### src/rtl/rv32i_pkg.sv
`default_nettype none
// ============================================================================
//  Module : rv32i_pkg
//  Brief  : RV32I ALU opcodes, instruction field constants, decoded bundle
//  Rev    : 1.0
// ============================================================================
package rv32i_pkg;

    localparam int XLEN = 32;

    localparam logic [3:0] ALU_ADD = 4'b0010;
    localparam logic [3:0] ALU_SUB = 4'b0110;
    localparam logic [3:0] ALU_AND = 4'b0000;
    localparam logic [3:0] ALU_OR  = 4'b0001;
    localparam logic [3:0] ALU_XOR = 4'b0011;
    localparam logic [3:0] ALU_SLL = 4'b0100;
    localparam logic [3:0] ALU_SRL = 4'b0101;
    localparam logic [3:0] ALU_SRA = 4'b0111;

    localparam logic [6:0] OPC_OP    = 7'b0110011;
    localparam logic [6:0] OPC_OPIMM = 7'b0010011;

    localparam logic [2:0] F3_ADD  = 3'b000;
    localparam logic [2:0] F3_SLL  = 3'b001;
    localparam logic [2:0] F3_SLT  = 3'b010;
    localparam logic [2:0] F3_SLTU = 3'b011;
    localparam logic [2:0] F3_XOR  = 3'b100;
    localparam logic [2:0] F3_SR   = 3'b101;
    localparam logic [2:0] F3_OR   = 3'b110;
    localparam logic [2:0] F3_AND  = 3'b111;

    localparam logic [6:0] F7_BASE = 7'b0000000;
    localparam logic [6:0] F7_ALT  = 7'b0100000;

    typedef struct packed {
        logic [XLEN-1:0] a;
        logic [XLEN-1:0] b;
        logic [3:0]      alu_control;
        logic [4:0]      rd;
        logic            slt_sel;
        logic            illegal;
    } dec_bundle_t;

    localparam dec_bundle_t DEC_RESET = '{
        a:           '0,
        b:           '0,
        alu_control: ALU_ADD,
        rd:          5'd0,
        slt_sel:     1'b0,
        illegal:     1'b0
    };

    function automatic logic [XLEN-1:0] imm_i(input logic [31:0] instr);
        return {{20{instr[31]}}, instr[31:20]};
    endfunction

endpackage
`default_nettype wire

### src/rtl/alu_issue_stage_if.sv
`default_nettype none
// ============================================================================
//  Module : alu_issue_stage_if
//  Brief  : Instruction in, regfile read and EX-stage out bundle
//  Rev    : 1.0
// ============================================================================
interface alu_issue_stage_if;
    logic        instr_valid;
    logic        instr_ready;
    logic [31:0] instr;
    logic [4:0]  rs1_addr;
    logic [4:0]  rs2_addr;
    logic [31:0] rs1_data;
    logic [31:0] rs2_data;
    logic        ex_valid;
    logic        ex_ready;
    logic [31:0] A;
    logic [31:0] B;
    logic [3:0]  ALUControl;
    logic [4:0]  rd;
    logic        slt_sel;
    logic        illegal;

    // Environment side: fetch, register file and EX stage
    modport master (
        output instr_valid, instr, rs1_data, rs2_data, ex_ready,
        input  instr_ready, rs1_addr, rs2_addr, ex_valid,
               A, B, ALUControl, rd, slt_sel, illegal
    );

    modport slave (
        input  instr_valid, instr, rs1_data, rs2_data, ex_ready,
        output instr_ready, rs1_addr, rs2_addr, ex_valid,
               A, B, ALUControl, rd, slt_sel, illegal
    );
endinterface
`default_nettype wire

### src/rtl/alu_op_decode.sv
`default_nettype none
// ============================================================================
//  Module : alu_op_decode
//  Brief  : Combinational OP / OP-IMM decode into ALU operands and opcode
//  Rev    : 1.0
// ============================================================================
module alu_op_decode
    import rv32i_pkg::*;
(
    input  logic [31:0] instr,
    input  logic [31:0] rs1_data,
    input  logic [31:0] rs2_data,
    output logic [4:0]  rs1_addr,
    output logic [4:0]  rs2_addr,
    output dec_bundle_t dec
);

    logic [6:0]  opcode;
    logic [2:0]  funct3;
    logic [6:0]  funct7;
    logic        is_op;
    logic        is_imm;
    logic        legal;
    logic        slt;
    logic [3:0]  alu;
    logic [31:0] b_val;

    assign opcode   = instr[6:0];
    assign funct3   = instr[14:12];
    assign funct7   = instr[31:25];
    assign rs1_addr = instr[19:15];
    assign rs2_addr = instr[24:20];
    assign is_op    = (opcode == OPC_OP);
    assign is_imm   = (opcode == OPC_OPIMM);

    always_comb begin
        legal = 1'b0;
        slt   = 1'b0;
        alu   = ALU_ADD;
        case (funct3)
            F3_ADD: begin
                // SUB only exists in the register form; ADDI uses funct7 as immediate
                legal = is_imm | (funct7 == F7_BASE) | (funct7 == F7_ALT);
                alu   = (is_op && funct7 == F7_ALT) ? ALU_SUB : ALU_ADD;
            end
            F3_SLL: begin
                legal = (funct7 == F7_BASE);
                alu   = ALU_SLL;
            end
            F3_SR: begin
                legal = (funct7 == F7_BASE) | (funct7 == F7_ALT);
                alu   = (funct7 == F7_ALT) ? ALU_SRA : ALU_SRL;
            end
            F3_SLT: begin
                legal = is_imm | (funct7 == F7_BASE);
                alu   = ALU_SUB;
                slt   = 1'b1;
            end
            F3_XOR: begin
                legal = is_imm | (funct7 == F7_BASE);
                alu   = ALU_XOR;
            end
            F3_OR: begin
                legal = is_imm | (funct7 == F7_BASE);
                alu   = ALU_OR;
            end
            F3_AND: begin
                legal = is_imm | (funct7 == F7_BASE);
                alu   = ALU_AND;
            end
            default: begin
                legal = 1'b0;
            end
        endcase
        legal = legal & (is_op | is_imm);

        if (is_op) begin
            b_val = rs2_data;
        end else if (funct3 == F3_SLL || funct3 == F3_SR) begin
            b_val = {27'b0, instr[24:20]};
        end else begin
            b_val = imm_i(instr);
        end

        dec = DEC_RESET;
        if (legal) begin
            dec.a           = rs1_data;
            dec.b           = b_val;
            dec.alu_control = alu;
            dec.rd          = instr[11:7];
            dec.slt_sel     = slt;
        end else begin
            dec.illegal     = 1'b1;
        end
    end

endmodule
`default_nettype wire

### src/rtl/alu_issue_stage.sv
`default_nettype none
// ============================================================================
//  Module : alu_issue_stage
//  Brief  : RV32I ALU operand issue with output register and skid buffer
//  Rev    : 1.0
// ============================================================================
module alu_issue_stage
    import rv32i_pkg::*;
#(
    parameter int XLEN    = 32,
    parameter bit SKID_EN = 1'b1
) (
    input  logic              clk,
    input  logic              rst_n,
    input  logic              flush,
    alu_issue_stage_if.slave  bus
);

    dec_bundle_t dec;
    dec_bundle_t out_q;
    dec_bundle_t out_d;
    dec_bundle_t skid_q;
    dec_bundle_t skid_d;
    logic        out_valid_q;
    logic        out_valid_d;
    logic        skid_valid_q;
    logic        skid_valid_d;
    logic        accept;
    logic        load_out;

    alu_op_decode u_decode (
        .instr    (bus.instr),
        .rs1_data (bus.rs1_data),
        .rs2_data (bus.rs2_data),
        .rs1_addr (bus.rs1_addr),
        .rs2_addr (bus.rs2_addr),
        .dec      (dec)
    );

    // With the skid present, ready comes straight from a flop so ex_ready never
    // reaches upstream combinationally; without it the skid simply never fills.
    generate
        if (SKID_EN) begin : g_ready_skid
            assign bus.instr_ready = ~skid_valid_q;
        end else begin : g_ready_noskid
            assign bus.instr_ready = ~out_valid_q | bus.ex_ready;
        end
    endgenerate

    assign accept   = bus.instr_valid & bus.instr_ready;
    assign load_out = ~out_valid_q | bus.ex_ready;

    always_comb begin
        out_valid_d  = out_valid_q;
        out_d        = out_q;
        skid_valid_d = skid_valid_q;
        skid_d       = skid_q;
        if (flush) begin
            out_valid_d  = 1'b0;
            skid_valid_d = 1'b0;
        end else if (load_out) begin
            if (skid_valid_q) begin
                out_d        = skid_q;
                out_valid_d  = 1'b1;
                skid_valid_d = 1'b0;
            end else begin
                out_valid_d = accept;
                if (accept) begin
                    out_d = dec;
                end
            end
        end else if (accept) begin
            skid_d       = dec;
            skid_valid_d = 1'b1;
        end
    end

    always_ff @(posedge clk or negedge rst_n) begin
        if (!rst_n) begin
            out_valid_q  <= 1'b0;
            out_q        <= DEC_RESET;
            skid_valid_q <= 1'b0;
            skid_q       <= DEC_RESET;
        end else begin
            out_valid_q  <= out_valid_d;
            out_q        <= out_d;
            skid_valid_q <= skid_valid_d;
            skid_q       <= skid_d;
        end
    end

    assign bus.ex_valid   = out_valid_q;
    assign bus.A          = out_q.a[XLEN-1:0];
    assign bus.B          = out_q.b[XLEN-1:0];
    assign bus.ALUControl = out_q.alu_control;
    assign bus.rd         = out_q.rd;
    assign bus.slt_sel    = out_q.slt_sel;
    assign bus.illegal    = out_q.illegal;

endmodule
`default_nettype wire

### src/flat_wrapper.sv
// flat-port wrapper written by rule: the top's interface ports become plain ports
module alu_issue_stage_flat import rv32i_pkg::*;
#(
    parameter int XLEN    = 32,
    parameter bit SKID_EN = 1'b1
)
  (clk, rst_n, flush, bus_instr_valid, bus_instr, bus_rs1_data, bus_rs2_data, bus_ex_ready, bus_instr_ready, bus_rs1_addr, bus_rs2_addr, bus_ex_valid, bus_A, bus_B, bus_ALUControl, bus_rd, bus_slt_sel, bus_illegal);
  alu_issue_stage_if bus_i ();
  input  logic clk;
  input  logic rst_n;
  input  logic flush;
  input wire logic [$bits(bus_i.instr_valid)-1:0] bus_instr_valid;
  input wire logic [$bits(bus_i.instr)-1:0] bus_instr;
  input wire logic [$bits(bus_i.rs1_data)-1:0] bus_rs1_data;
  input wire logic [$bits(bus_i.rs2_data)-1:0] bus_rs2_data;
  input wire logic [$bits(bus_i.ex_ready)-1:0] bus_ex_ready;
  output wire logic [$bits(bus_i.instr_ready)-1:0] bus_instr_ready;
  output wire logic [$bits(bus_i.rs1_addr)-1:0] bus_rs1_addr;
  output wire logic [$bits(bus_i.rs2_addr)-1:0] bus_rs2_addr;
  output wire logic [$bits(bus_i.ex_valid)-1:0] bus_ex_valid;
  output wire logic [$bits(bus_i.A)-1:0] bus_A;
  output wire logic [$bits(bus_i.B)-1:0] bus_B;
  output wire logic [$bits(bus_i.ALUControl)-1:0] bus_ALUControl;
  output wire logic [$bits(bus_i.rd)-1:0] bus_rd;
  output wire logic [$bits(bus_i.slt_sel)-1:0] bus_slt_sel;
  output wire logic [$bits(bus_i.illegal)-1:0] bus_illegal;
  assign bus_i.instr_valid = bus_instr_valid;
  assign bus_i.instr = bus_instr;
  assign bus_i.rs1_data = bus_rs1_data;
  assign bus_i.rs2_data = bus_rs2_data;
  assign bus_i.ex_ready = bus_ex_ready;
  assign bus_instr_ready = bus_i.instr_ready;
  assign bus_rs1_addr = bus_i.rs1_addr;
  assign bus_rs2_addr = bus_i.rs2_addr;
  assign bus_ex_valid = bus_i.ex_valid;
  assign bus_A = bus_i.A;
  assign bus_B = bus_i.B;
  assign bus_ALUControl = bus_i.ALUControl;
  assign bus_rd = bus_i.rd;
  assign bus_slt_sel = bus_i.slt_sel;
  assign bus_illegal = bus_i.illegal;
  alu_issue_stage #(.XLEN(XLEN), .SKID_EN(SKID_EN)) u_core (.clk(clk), .rst_n(rst_n), .flush(flush), .bus(bus_i));
endmodule
### config.mk
export PLATFORM = sky130hd
export DESIGN_NAME = alu_issue_stage_flat
export DESIGN_NICKNAME = d
export VERILOG_FILES = /design/src/rtl/rv32i_pkg.sv /design/src/rtl/alu_issue_stage_if.sv /design/src/rtl/alu_op_decode.sv /design/src/rtl/alu_issue_stage.sv /design/src/flat_wrapper.sv
export SDC_FILE = /design/constraint.sdc
export NUM_CORES = 1
export LEC_CHECK = 0
export BUFFER_PORTS_ARGS = -buffer_cell sky130_fd_sc_hd__buf_2
export CORE_MARGIN = 2
export CORE_UTILIZATION = 50
export DETAILED_ROUTE_END_ITERATION = 10
export PLACE_DENSITY = 0.81
export SYNTH_ARGS = -nofsm -noshare
export SYNTH_HDL_FRONTEND = slang
export SYNTH_HIERARCHICAL = 1
export SYNTH_SLANG_ARGS = --single-unit
### constraint.sdc
create_clock -name clk -period 2 [get_ports clk]
set_clock_uncertainty 0.05 [all_clocks]
set_input_delay 0.4 -clock clk [delete_from_list [all_inputs] [get_ports clk]]
set_output_delay 0.4 -clock clk [all_outputs]
set_load 0.05 [all_outputs]
Word level (Yosys, flattened, before mapping). Cells that the tools add are included.

Equality and inequality tests: 9. Muxes and demuxes: 17. Bitwise gates (word level): 11. Reduce and logical (&&, ||, !) cells: 10.

Operators by type and width (count): $mux W75 (2); $mux W74 (1); $mux W32 (2); $pmux W3 S7 (1); $eq A7 B6 Y1 const B (2); $eq A3 B3 Y1 const B (4); $mux W1 (8); $eq A7 B5 Y1 const B (1); $logic_not A7 Y1 (1); $reduce_and A3 Y1 (2); $or A1 B1 Y1 (5); $not A1 Y1 (4); $pmux W1 S4 (1); $reduce_bool A2 Y1 (2); $reduce_or A4 Y1 (1); $eq A3 B1 Y1 const B (1); $eq A3 B2 Y1 const B (1); $logic_not A3 Y1 (1); $mux W3 (1); $reduce_bool A3 Y1 (1); $and A1 B1 Y1 (2); $mux W2 (1); $logic_and A1 B1 Y1 (1); $logic_or A1 B1 Y1 (1).

Register bits after elaboration: 152. Bits of input ports: 101. Output and inout bits: 87. Logic and storage cells: 61.

Depth between registers and ports, before layout. Gate-level depths: netlist of the first run.

Depth in word-level cells: 8. Mapped depth: 11. Depth with buffers taken out: 8.

Cells and area by module. The synthesis of the first run kept the hierarchy.

Modules (own cells, without submodules): alu_issue_stage (times used 1, cells an instance 411, area each 7114.3 µm², sequential area each 3806.2 µm²); alu_op_decode (times used 1, cells an instance 176, area each 984.7 µm², sequential area each 0.0 µm²).

Least setup slack after synthesis of the first run. Ideal clock, no wire load.

Path type: in2reg. Start: in bus_instr[25]. End: reg u_core.out_q (netlist bit u_core/bus.ALUControl[1]). Setup time: 0.085 ns. Arrival time: 2.445 ns. Required time: 1.865 ns. Setup slack: -0.580 ns. Stages: 8. Buffers on the path: 0. Path through: or4_4 o31ai_2 a22oi_1 o32ai_2 inv_2 or2_1 mux2_2 mux2_1.

RTL lines: start: declaration (RTL line flat_wrapper.sv:13) `input wire logic [$bits(bus_i.instr)-1:0] bus_instr;`; end signal: assignment (RTL line alu_issue_stage.sv:86) `out_q <= out_d;`; end: declaration (RTL line alu_issue_stage.sv:20) `dec_bundle_t out_q;`.

==> results of run 1 <==
==> worst paths after layout <==
check | from | end | slack [ns] | cells after the start
worst max register to register | u_core/bus.ex_valid | u_core/skid_q[19] | 0.21 | 4
worst max-delay path | bus_instr[25] | u_core/bus.B[13] | -0.21 | 11
min in group asynchronous | rst_n | u_core/skid_q[28] | 0.41 | 2
max in group asynchronous | rst_n | u_core/skid_q[8] | 0.80 | 3
worst min-delay path | flush | u_core/skid_valid_q | 0.16 | 2
worst min register to register | u_core/bus.B[0] | u_core/bus.B[0] | 0.43 | 1
==> kinds of logic (layout without fill, tap and decap cells) <==
kind of cell | count (synthesis) | after routing
XOR/XNOR | 1 | 1
AO/OA/AOI/OAI | 43 | 43
buffers and inverters | 55 | 262
AND/OR/NAND/NOR | 110 | 110
other | 1 | 1
flip-flops | 152 | 152
multiplexers | 225 | 225
==> state kept, by name (all words and copies together) (netlist names) <==
signal                 flops
u_core/bus.A              32
u_core/bus.ALUControl      4
u_core/bus.B              32
u_core/bus.ex_valid        1
u_core/bus.illegal         1
u_core/bus.rd              5
u_core/bus.slt_sel         1
u_core/skid_q             75
u_core/skid_valid_q        1
==> layout make-up <==
class                   count  area (um^2)
clock buffers              18          439
multi-input cells         380         4320
repair buffers            226         1440
fillers                  1168         5450
well taps                 216          270
inverters                   4         15.0
flip-flops and latches    152         3810
clock inverters            14          139
==> worst max-delay path, cell delays in order <==
cell,delay (ns)
buf_6,0.09
or4_4,0.58
o31ai_4,0.20
a22oi_2,0.11
o32ai_4,0.24
inv_2,0.09
buf_4,0.17
clkbuf_16,0.18
a21oi_4,0.15
mux2_4,0.17
mux2_4,0.14
==> layout by cell type (no fill, tap or decap), types with 10 or more instances in the layout <==
cell type / count
nand2_1: 39
mux2_2: 81
and2_4: 37
a21oi_4: 15
dfrtp_1: 149
buf_12: 10
clkbuf_16: 19
mux2_4: 139
a21oi_2: 12
buf_4: 35
buf_2: 174
==> metrics by stage <==
| step | setup slack, ns | std cells | setup TNS [ns] |
|---|---|---|---|
| 6_report | -0.211 | 1010 | -9.93 |
| 5_1_grt | -0.246 | 1010 | -15.31 |
| 4_1_cts | -0.143 | 1004 | -4.94 |
| 3_5_place_dp | -0.628 | 971 | -75.41 |
| 3_3_place_gp | -0.591 | 971 | -70.86 |
| 2_1_floorplan | -0.517 | 587 | -35.91 |
==> layer usage <==
metal,track usage,vias up
met5,0,-
met4,0.0960,0
met3,0.0451,31
met2,0.374,127
met1,0.259,2668
li1,-,2424
==> power breakdown <==
part	switching (W)	internal, W
clock	0.00136	0.00178
sequential	0.0000167	0.00311
combinational	0.000336	0.000226
==> repair_timing <==
action | in CTS | in global routing
setup endpoints to repair | 134 | 119
gates resized for setup | 19 | 23
hold endpoints to repair | 39 | 0
pin swaps | 0 | 0
hold buffers | 1 | 0
cloned | 0 | 3
setup buffers | 0 | 3
==> out/results.ini, run 1 <==
[route]
detail_route.wirelength.met1_um = 7800
drcViolationCount = 0
wl_per_cell_um = 18.6
drt.antenna.violating_nets = 0
drt-total-wl_um = 18800
dr_wl_met2_um = 9920
first_pass_iters = 4
met3_length_um = 638
num_vias = 5250
dr.first_iter.drc_count = 202
via_per_inst = 5.20
top_layer = met4

[sta]
max_freq_mhz = 452
worstMarginPinSlew_ns = 0.582
fin_hold_ws_ns = 0.162
finalHoldViolCount = 0
setup_viol_count_final = 98
post-route-min-period_ns = 2.21
slew_headroom = 0.612
fin_crit_sh = 1.11
rsz0062_at_grt = true
setup_ws_ns = -0.211
slew_viol_final = 0

[grt]
grt_use_total = 0.215
grt_pass1_wl_um = 29700
antenna_found_initial = 0
overflow = 0
grt_pass1_vias = 5791
grt_max_degree = 76

[cts]
numCtsBuffers = 17
h-tree-depth = 4
clk_pin_slew_ns = 0.07
clk_latency_ns = 0.42
cts_tree = yes
root_buffer = clkbuf_16
clk_path_buf_depth = 2
cts_sinks = 152

[pwr]
power_w = 0.00682
vdd_ir_drop_max_mv = 0.562
p_leak_nw = 5.40
p_per_area_nw_per_um2 = 654

[floorplan]
die_w_um = 131
dieHeight_um = 131
dieArea_um2 = 17200
rows = 46
initial_core_util = 0.510
core_area_um2 = 15900
io_pins = 188

[yosys]
synth_most_common_cell = dfrtp_1
postSynthCellCount = 587
synth-edff-count = 0
synth_mux_area_frac = 0.372
ys_warn_count = 6
seq_area_frac_synth = 0.470
synth_top_area_frac = 0.463
synth_area_leader_cell = dfrtp_1
synth-seq-cells = 152
async_flop_share = 1.00
netlist-cell-type-count = 38
synth_fa_ha_area_frac = 0
synth_ff_type = dfrtp_1
synth_top_family_by_area = multiplexers
synth_compound_area_frac = 0.0303
synthesis.area_um2 = 8100
synth.area.top_cells = dfrtp_1, mux2_4, mux2_2
synth-simple-area-share = 0.0712
yosys-top-cells-count = dfrtp_1, mux2_4, mux2_2
synth-xor-area-share = 0.00108
synth_fp_nets = 688
syn-mean-instance-area_um2 = 13.8

[status]
status = complete, but fails checks
violations = setup timing

[finish]
diodes = 0
final_cell_area_um2 = 10400
nets = 882
area_growth_pct = 28.8
drive_above_1_share = 0.712
post-route-util = 0.657

[placement]
placedInstanceArea_um2 = 9520
routabilityCongestion = 0.804
port_buffers = 177
dp_hpwl_um = 12200

[setup_path]
end_kind = register
path_max_fanout = 7
cp.arrival_ns = 2.53
cp-start-kind = input pin
cp.required_ns = 2.31
critical_path_class = input pin to register

[run]
drv_cap = 0

[hold_path]
hp-class = input pin to register

Power figures use the tool's default switching activity.
==> inputs of run 2 (changes only) <==
==> constraint.sdc (replaced) <==
create_clock -name clk -period 2.4 [get_ports clk]
set_clock_uncertainty 0.05 [all_clocks]
set_input_delay 0.48 -clock clk [delete_from_list [all_inputs] [get_ports clk]]
set_output_delay 0.48 -clock clk [all_outputs]
set_load 0.05 [all_outputs]
==> run 2 against run 1 <==
Effect of this change: the flow now finishes without violations; utilization decreased by 3.5 points; largest cell class unchanged; non-clock buffer count decreased by 14; first-iteration DRC count decreased by 7.9%; critical path depth decreased by 2; largest power group unchanged; design area decreased by 5.3%; highest routed layer unchanged; die area unchanged; global-route usage decreased by 2.1 points; flip-flop and latch count unchanged.
==> out/results.ini, run 2 (synthesized netlist as in run 1, its figures left out) <==
[setup_path]
cp.arrival_ns = 2.60
cp.required_ns = 2.69
r2r_slack_ns = 0.58
cp-start-kind = input pin
path_max_fanout = 3
critical_path_class = input pin to register
end_kind = register

[finish]
diodes = 0
nFillCells = 1259
final_cell_mix = buf_2, dfrtp_1, mux2_4
regMostFlops = u_core/skid_q
nets = 868
largest_register_ffs = 75
finalNonFillerCells = 996
area_growth_pct = 21.9
final_common_cell = buf_2
drive_above_1_share = 0.614

[route]
drt-total-wl_um = 16100
drcViolationCount = 0
first_pass_iters = 4
drt.antenna.violating_nets = 0
num_vias = 5071
via_per_inst = 5.09
wl_per_cell_um = 16.2
dr.first_iter.drc_count = 186

[pwr]
p_per_area_nw_per_um2 = 596
power_w = 0.00589
p_leak_nw = 5.21
vdd_ir_drop_max_mv = 0.504

[sta]
post-route-min-period_ns = 2.31
worstMarginPinSlew_ns = 0.540
setup_tns_ns = 0
finalHoldViolCount = 0
setup_ws_ns = 0.0920
slew_viol_final = 0
fin_crit_sh = 0.962
fin_hold_ws_ns = 0.236
slew_headroom = 0.640
max_freq_mhz = 433
setup_viol_count_final = 0

[grt]
grt_use_total = 0.194
grt_pass1_wl_um = 26900
antenna_found_initial = 0
overflow = 0
grt_pass1_vias = 5382
grt_max_degree = 79

[cts]
clk_latency_ns = 0.42
cts_sinks = 152
clk_path_buf_depth = 2
numCtsBuffers = 17
root_buffer = clkbuf_16
h-tree-depth = 4
clk_pin_slew_ns = 0.06
cts_tree = yes

[placement]
dp_hpwl_um = 10700
routabilityCongestion = 0.766
dp_slack_ns = -0.382
placed_cells = 963
port_buffers = 177

[floorplan]
dieHeight_um = 131
die_w_um = 131
core_area_um2 = 15900
dieArea_um2 = 17200
initial_core_util = 0.510
rows = 46
io_pins = 188

[hold_path]
hp-class = input pin to register

[status]
status = finished clean

[run]
drv_cap = 0

==> run 2: changes by cell type in the layout (fill, tap and decap cells not counted), sizes merged <==
cell	previous run	this run
bufinv	1	4
clkinv	3	2
buf	223	211
clkbuf	20	19
inv	11	8
==> run 2: worst max-delay path, stage by stage <==
cell and delay, ns:
buf_2 0.10, or4_4 0.55, nor4_1 0.31, o21ai_2 0.15, o32ai_4 0.16, inv_2 0.07, or2_1 0.22, mux2_2 0.25
mux2_1 0.29
==> run 2: layer usage <==
metal	up-vias	GRT usage	wire, um
li1	2408	-	-
met1	2527	0.243	7080
met2	119	0.332	8020
met3	17	0.0521	760
met4	0	0.0568	232
met5	-	0	0
==> run 2: area by class of cell <==
cell class / count / area [um^2] / share of cell area
clock inverter: 13 / 191 / 0.0194
clock buffer: 19 / 443 / 0.0449
timing repair buffer: 212 / 1240 / 0.125
inverter: 4 / 15.0 / 0.00152
tap: 216 / 270 / 0.0274
sequential: 152 / 3810 / 0.386
multi-input combinational: 380 / 3910 / 0.396
==> run 2: repair_timing <==
| item | CTS | global route |
|---|---|---|
| setup buffers | 0 | 0 |
| hold endpoints to repair | 46 | 0 |
| hold buffers | 1 | 0 |
| gates resized for setup | 0 | 5 |
| setup endpoints to repair | 0 | 41 |
==> run 2: worst paths after layout <==
check                                          from                        to  cells past startpoint
worst max-delay path                  bus_instr[25]  u_core/bus.ALUControl[1]                      9
worst min-delay path                          flush       u_core/bus.ex_valid                      2
worst max register to register  u_core/skid_valid_q          u_core/bus.A[18]                      3
worst min register to register      u_core/bus.B[3]           u_core/bus.B[3]                      1
max in group asynchronous                     rst_n          u_core/bus.B[22]                      3
min in group asynchronous                     rst_n           u_core/bus.B[2]                      2
==> run 2: metrics by stage <==
stage / area [um^2] / utilization
after floorplan: 8110 / -
after global placement: 9210 / 0.580
after detailed placement: 9210 / 0.580
after CTS: 9850 / 0.620
after global routing: 9870 / 0.622
final: 9870 / 0.622
==> run 2: report_power, final <==
part	switching [W]	leakage [nW]	internal (W)
combinational	0.000246	2.81	0.000172
clock	0.00108	0.301	0.00178
sequential	0.0000128	2.10	0.00259
total	0.00134	5.21	0.00454
==> inputs of run 3 (changes only) <==
--- a/config.mk
+++ b/config.mk
@@ -9,7 +9,7 @@
 export CORE_MARGIN = 2
 export CORE_UTILIZATION = 50
 export DETAILED_ROUTE_END_ITERATION = 10
-export PLACE_DENSITY = 0.81
+export PLACE_DENSITY = 0.87
 export SYNTH_ARGS = -nofsm -noshare
 export SYNTH_HDL_FRONTEND = slang
 export SYNTH_HIERARCHICAL = 1
==> run 3 against run 2 <==
Effect of this change: die area unchanged; global-route usage increased by 0.72 points; sequential share of layout area decreased by 0.49 points; clock power increased by 7.7%; utilization increased by 0.80 points; routed wire length increased by 6.7%; flip-flop and latch count unchanged; combinational power increased by 2%; setup slack got worse by 0.013 ns; sequential power about the same; clock-buffer cell count decreased by 1; critical path type unchanged; largest cell class unchanged; largest power group unchanged; highest routed layer unchanged.
==> out/results.ini, run 3 (synthesized netlist as in run 1, its figures left out) <==
[floorplan]
io_pins = 188
dieArea_um2 = 17200
core_area_um2 = 15900
dieHeight_um = 131
die_w_um = 131
initial_core_util = 0.510
rows = 46

[cts]
cts_tree = yes
numCtsBuffers = 17
root_buffer = clkbuf_16
cts_setup_buffers = 0
cts_sinks = 152
clk_pin_slew_ns = 0.06
clk_latency_ns = 0.42
h-tree-depth = 4
clk_path_buf_depth = 2

[placement]
placedInstanceArea_um2 = 9240
dp_hpwl_um = 11500
routabilityCongestion = 0.845
port_buffers = 177

[finish]
regMostFlops = u_core/skid_q
final_cell_mix = buf_2, dfrtp_1, mux2_4
nets = 872
diodes = 0
final_common_cell = buf_2
final_cell_area_um2 = 10000
drive_above_1_share = 0.634
nFillCells = 1178
area_growth_pct = 23.5
post-route-util = 0.630
largest_register_ffs = 75

[setup_path]
cp.required_ns = 2.69
path_cells = buf_2 > or4_4 > o31ai_2 > a22oi_2 > o32ai_4 > inv_2 > or2_1 > mux2_2 > mux2_1
cp.arrival_ns = 2.61
path_max_fanout = 4
end_kind = register
critical_path_class = input pin to register
path_buf_inv = 2
crit_family = simple AND/OR/NAND/NOR gates
slowest_delay_ns = 0.55
cp_slowest_cell = or4_4
cp-start-kind = input pin

[status]
status = finished clean

[route]
via_per_inst = 5.16
wl_per_cell_um = 17.2
dr.first_iter.drc_count = 259
drt-total-wl_um = 17200
drcViolationCount = 0
drt.antenna.violating_nets = 0
num_vias = 5160
first_pass_iters = 4

[sta]
setup_tns_ns = 0
max_freq_mhz = 431
finalHoldViolCount = 0
rsz0062_at_grt = true
slew_viol_final = 0
post-route-min-period_ns = 2.32
slew_headroom = 0.613
worstMarginPinSlew_ns = 0.580
fin_hold_ws_ns = 0.247
fin_crit_sh = 0.967
setup_viol_count_final = 0

[pwr]
p_per_area_nw_per_um2 = 612
power_w = 0.00612
p_leak_nw = 5.25
vdd_ir_drop_max_mv = 0.458

[grt]
grt_use_total = 0.201
grt_pass1_vias = 5388
antenna_found_initial = 0
overflow = 0
grt_max_degree = 51
grt_pass1_wl_um = 27800

[hold_path]
hp-class = input pin to register

[run]
drv_cap = 0

==> run 3: changes by cell type in the layout (fill, tap and decap cells not counted), sizes merged <==
cell,before,now
buf,211,215
clkbuf,19,18
inv,8,6
bufinv,4,6
clkinvlp,3,4
==> run 3: area by class of cell <==
| cell class | count | area, um^2 | share of cell area |
|---|---|---|---|
| inverters | 4 | 15.0 | 0.00150 |
| repair buffers | 216 | 1270 | 0.127 |
| flip-flops and latches | 152 | 3810 | 0.381 |
| clock inverters | 14 | 245 | 0.0245 |
| multi-input cells | 380 | 3960 | 0.395 |
| well taps | 216 | 270 | 0.0270 |
| clock buffers | 18 | 439 | 0.0439 |
==> run 3: through the flow <==
stage          setup WS (ns)  cells
4_1_cts               0.0772   1000
3_5_place_dp          -0.344    967
3_3_place_gp          -0.297    967
6_report              0.0786   1000
2_1_floorplan         -0.197    587
5_1_grt              -0.0372   1000
==> run 3: report_power, final <==
| group | total (W) | internal, W | switching [W] | leakage [nW] |
|---|---|---|---|---|
| clock network | 0.00309 | 0.00199 | 0.00110 | 0.319 |
| registers | 0.00260 | 0.00259 | 0.0000125 | 2.10 |
| logic | 0.000426 | 0.000173 | 0.000253 | 2.83 |
==> run 3: worst paths after layout <==
kind / depth (start not counted) / end / startpoint / slack [ns]
max reg2reg: 4 / u_core/bus.A[16] / u_core/bus.ex_valid / 0.58
min: 2 / u_core/bus.ex_valid / flush / 0.25
max in group asynchronous: 3 / u_core/skid_q[39] / rst_n / 1.12
min reg2reg: 1 / u_core/bus.B[3] / u_core/bus.B[3] / 0.44
max: 9 / u_core/bus.ALUControl[1] / bus_instr[25] / 0.08
min in group asynchronous: 2 / u_core/bus.A[8] / rst_n / 0.50
==> run 3: timing repair <==
item / CTS / global route
gates resized for setup: 0 / 18
hold buffers: 1 / 0
setup endpoints to repair: 0 / 57
endpoints found under the hold margin: 37 / 0
==> run 3: routing by layer <==
metal	GRT usage	share of wire	up-vias
met4	0.0628	0.016	0
met5	0	0	-
met2	0.333	0.50	125
met3	0.0563	0.048	21
met1	0.258	0.44	2602
li1	-	-	2412
